[config.mk]
export PLATFORM = sky130hd
export DESIGN_NAME = seq_imul
export DESIGN_NICKNAME = d
export VERILOG_FILES = /design/src/rtl/seq_imul.sv
export SDC_FILE = /design/constraint.sdc
export NUM_CORES = 1
export LEC_CHECK = 0
export CELL_PAD_IN_SITES_DETAIL_PLACEMENT = 1
export CELL_PAD_IN_SITES_GLOBAL_PLACEMENT = 1
export CORE_ASPECT_RATIO = 1.25
export CORE_MARGIN = 3
export CORE_UTILIZATION = 45
export CTS_CLUSTER_SIZE = 14
export DETAILED_ROUTE_END_ITERATION = 6
export GPL_ROUTABILITY_DRIVEN = 0
export PLACE_DENSITY_LB_ADDON = 0.1
export SLEW_MARGIN = 20
export SYNTH_ARGS = -nofsm -noshare
export SYNTH_HDL_FRONTEND = slang
export SYNTH_SLANG_ARGS = --single-unit
[constraint.sdc]
create_clock -name Clock -period 7.05 [get_ports Clock]
set_input_delay 1.7625 -clock Clock [delete_from_list [all_inputs] [get_ports Clock]]
set_output_delay 1.7625 -clock Clock [all_outputs]
set_load 0.02 [all_outputs]
[src/rtl/seq_imul.sv]
// seq_imul: shift-add integer multiplier that retires DIGIT_BITS multiplier bits per clock.
// Define SEQ_IMUL_SIGNED_EN to add two's-complement operation selected by iSigned.
module seq_imul #(
  parameter int WIDTH      = 16,
  parameter int DIGIT_BITS = 2
) (
  input  logic             Clock,
  input  logic             Reset,
  input  logic             iStart,
  input  logic [WIDTH-1:0] iA,
  input  logic [WIDTH-1:0] iB,
  input  logic             iSigned,
  output logic             oBusy,
  output logic             oDone,
  output logic [WIDTH-1:0] oResultBot,
  output logic [WIDTH-1:0] oResultTop
);

  localparam int N     = WIDTH / DIGIT_BITS;
  localparam int PW    = 2 * WIDTH;
  localparam int CNT_W = $clog2(N + 1);
  localparam int SH_W  = $clog2(WIDTH + 1);

  typedef enum logic [1:0] {IDLE, RUN, DONE} state_t;

  state_t           state;
  logic [WIDTH-1:0] mcand;
  logic [WIDTH-1:0] mplier;
  logic [PW-1:0]    acc;
  logic [PW-1:0]    pp;
  logic [PW-1:0]    acc_next;
  logic [PW-1:0]    result;
  logic [CNT_W-1:0] cnt;
  logic [SH_W-1:0]  shift;

`ifdef SEQ_IMUL_SIGNED_EN
  logic neg;

  // The most-negative value maps onto itself, which read unsigned is exactly 2^(WIDTH-1).
  function automatic logic [WIDTH-1:0] abs_mag(input logic [WIDTH-1:0] v);
    return v[WIDTH-1] ? (~v + WIDTH'(1)) : v;
  endfunction

  function automatic logic [PW-1:0] negate(input logic [PW-1:0] v);
    return ~v + PW'(1);
  endfunction
`else
  logic unused_signed;
  assign unused_signed = iSigned;
`endif

  always_comb begin
    pp       = (PW'(mplier[DIGIT_BITS-1:0]) * PW'(mcand)) << shift;
    acc_next = acc + pp;
`ifdef SEQ_IMUL_SIGNED_EN
    result   = neg ? negate(acc_next) : acc_next;
`else
    result   = acc_next;
`endif
  end

  always_ff @(posedge Clock or negedge Reset) begin
    if (!Reset) begin
      state      <= IDLE;
      cnt        <= '0;
      shift      <= '0;
      mcand      <= '0;
      mplier     <= '0;
      acc        <= '0;
      oBusy      <= 1'b0;
      oDone      <= 1'b0;
      oResultBot <= '0;
      oResultTop <= '0;
`ifdef SEQ_IMUL_SIGNED_EN
      neg        <= 1'b0;
`endif
    end else begin
      case (state)
        // DONE accepts a new request exactly like IDLE, giving back-to-back operation.
        IDLE, DONE: begin
          oDone <= 1'b0;
          state <= IDLE;
          if (iStart) begin
`ifdef SEQ_IMUL_SIGNED_EN
            if (iSigned) begin
              mcand  <= abs_mag(iA);
              mplier <= abs_mag(iB);
              neg    <= iA[WIDTH-1] ^ iB[WIDTH-1];
            end else begin
              mcand  <= iA;
              mplier <= iB;
              neg    <= 1'b0;
            end
`else
            mcand  <= iA;
            mplier <= iB;
`endif
            acc   <= '0;
            shift <= '0;
            cnt   <= CNT_W'(N);
            oBusy <= 1'b1;
            state <= RUN;
          end
        end
        RUN: begin
          acc    <= acc_next;
          mplier <= mplier >> DIGIT_BITS;
          shift  <= shift + SH_W'(DIGIT_BITS);
          cnt    <= cnt - CNT_W'(1);
          if (cnt == CNT_W'(1)) begin
            oResultBot <= result[WIDTH-1:0];
            oResultTop <= result[PW-1:WIDTH];
            oBusy      <= 1'b0;
            oDone      <= 1'b1;
            state      <= DONE;
          end
        end
        default: state <= IDLE;
      endcase
    end
  end

endmodule

==> impl_metrics.toml <==
[outcome]
outcome = "complete, no violations"

[layout]
nets = 1012
diodes = 0
multi_input_area_mm2 = 0.00470
most-common-layout-cells = "nand2_1, dfrtp_1, clkdlybuf4s50_1, nor2_1, ha_1"
register_area_mm2 = 0.00270
drive_above_1_share_pct = 6.88
fill_cells = 1959
final_common_cell = "nand2_1"
syn2layout_area_growth_pct = 14.7

[global_route]
overflow = 0
grt.total_usage_pct = 24.6
antenna_found_initial = 0
grt_pass1_wl_um = 37500
grt_max_degree = 68
grt_pass1_vias = 7427

[sta]
setup_viol = 0
fmax_mhz = 158
rsz0062_at_grt = "no"
finalHoldViolations = 0
tightest_slew_ps = 1000
holdWs_ps = 481
fin_skew_ps = 12.3
max_slew_margin_pct = 33.3
min_period_ps = 6340
drv_slew = 0
post-route-period-util_pct = 89.9
fin_setup_tns_ps = 0

[yosys]
synth_warnings = 0
async_flop_share_pct = 100
synth_area_per_cell_um2 = 8.63
syn_area_mm2 = 0.00766
yosysSeqAreaShare_pct = 35.3
ys_dominant_reg_cell = "dfrtp_1"
synth_cells = 888
synth_seq_cells = 108
syn_nets = 975
synth-edff-count = 0
synth_cell_types = 71

[critical_path]
r2r_start = "mplier[1]"
r2r_slack_ps = 710
cp.arrival_ps = 6630
worstSetupPathType = "register to register"
worstRegToRegCells = 21
cp-end-kind = "register"
cp-startpoint = "mplier[1]"
reg2reg_to = "oResultTop[15]"
worstPathRequired_ps = 7340
worstSetupEndpoint = "oResultTop[15]"
start_kind = "register"
cp_max_fo = 18

[power_and_ir_drop]
leakage_uw = 0.00413
irDropWorstVdd_uv = 295
power.total_uw = 5180
power.density_mw_per_mm2 = 589

[detailed_routing]
drc_errors = 0
drt_wl_total_um = 22300
ant_nets = 0
vias = 6934
drtPass1Iterations = 5
vias_per_cell = 6.05
wire_per_inst_um = 19.5
drtIter0Drc = 400

[die]
io_pins = 70
start_util_pct = 46.5
rows = 52
dieArea_mm2 = 0.0186
die_h_um = 152
core_mm2 = 0.0165
die_w_um = 123

[clocking]
clk_latency_ps = 360
hold_buffers = 0
h-tree-depth = 3
path_clk_slew_ps = 80
post_cts_buffers = 0
cts-root-buf = "clkbuf_16"
numCtsBuffers = 9
cts_tree = "done"
post_cts_resized = 0
clk_path_buf_depth = 2
numClockSinks = 108

[flow_run]
max_cap_violations = 0

[place]
place_hpwl_um = 16300
io_buffers = 68

[min_path]
min_path_type = "register to register"
==> per-layer routing <==
layer / GRT usage [%] / vias to the layer above / wire length (um)
li1: - / 3270 / -
met1: 30.4 / 3459 / 9450
met2: 43.3 / 158 / 11400
met3: 3.57 / 47 / 829
met4: 8.38 / 0 / 642
met5: 0 / - / 0
==> registers in the layout (all words and copies together), names as in the netlist <==
| register | count |
|---|---|
| shift | 4 |
| mcand | 16 |
| state | 2 |
| oResultBot | 16 |
| mplier | 16 |
| oDone | 1 |
| cnt | 4 |
| acc | 32 |
| oResultTop | 16 |
| oBusy | 1 |
==> metrics by stage <==
step	util [%]	area (um^2)	setup WS (ps)	instances
5_1_grt	53.4	8790	155	1146
4_1_cts	53.4	8790	728	1146
3_3_place_gp	51.5	8470	1080	1130
3_5_place_dp	51.5	8470	733	1130
6_report	53.4	8790	711	1146
2_1_floorplan	-	7660	1840	888
==> kinds of logic (layout without fill, tap and decap cells) <==
family	Yosys count	after routing	synth area share (%)
xor gates and xnor gates	39	39	4.74
muxes	26	26	3.74
and+or+nand+nor	347	347	20.7
buffers and inverters	67	109	3.64
DFF	108	108	35.3
adders and majority gates	51	51	8.53
AOI/OAI and AO/OA	250	250	23.4
==> power breakdown <==
group / switching, uW / total, uW / internal, uW
sequential: 234 / 1150 / 917
combinational: 2050 / 3460 / 1410
clock: 266 / 560 / 294
total: 2550 / 5180 / 2630
==> cell usage after synthesis (9+ instances only) <==
cell      instances  area (um^2)
a211oi_1         10         75.1
a21o_1           21          158
a21oi_1          41          205
a22o_1           36          315
a22oi_1          16          120
and2_1           39          244
and3_1           14         87.6
clkbuf_1         35          131
dfrtp_1         108         2700
ha_1             49          613
inv_1            15         56.3
mux2_2           21          236
nand2_1         165          619
nand2b_1         14         87.6
nand3_1          21          105
nor2_1           57          214
nor3_1           14         70.1
o21ai_0          41          205
o22ai_1           9         56.3
xnor2_1          23          201
xor2_1           14          123
==> final cells by class <==
cell class | count | share of cell area, %
Timing Repair Buffer | 76 | 8.40
Clock buffer | 10 | 2.72
Sequential cell | 108 | 30.7
Clock inverter | 6 | 0.911
Tap cell | 216 | 3.07
Multi-Input combinational cell | 713 | 53.4
Inverter | 17 | 0.726
==> worst max-delay path, cell delays in order, from the launching register on <==
cell and delay (ps):
dfrtp_1 660, nand2_1 200, inv_1 100, ha_1 230, a21o_1 180, a21oi_1 220
o21bai_1 180, a2111oi_4 520, nor3_1 120, o311ai_0 590, a31oi_1 210, nor2_1 270
ha_1 350, a21oi_1 230, and3b_1 210, a2111oi_2 310, a21oi_1 220, o31ai_1 510
a31oi_1 220, a211oi_1 300, xnor3_1 290, o21ai_1 140
==> worst min path at each step <==
| stage | from | to | slack, ps | depth (start not counted) |
|---|---|---|---|---|
| after floorplan | mplier[10] | mplier[10] | 450 | 2 |
| after global placement | mplier[12] | mplier[12] | 460 | 2 |
| after detailed placement | mplier[12] | mplier[12] | 460 | 2 |
| after CTS | mplier[12] | mplier[12] | 480 | 2 |
| after global routing | mplier[12] | mplier[12] | 510 | 2 |
| final | mplier[12] | mplier[12] | 480 | 2 |
(Power assumes the default switching activity.)
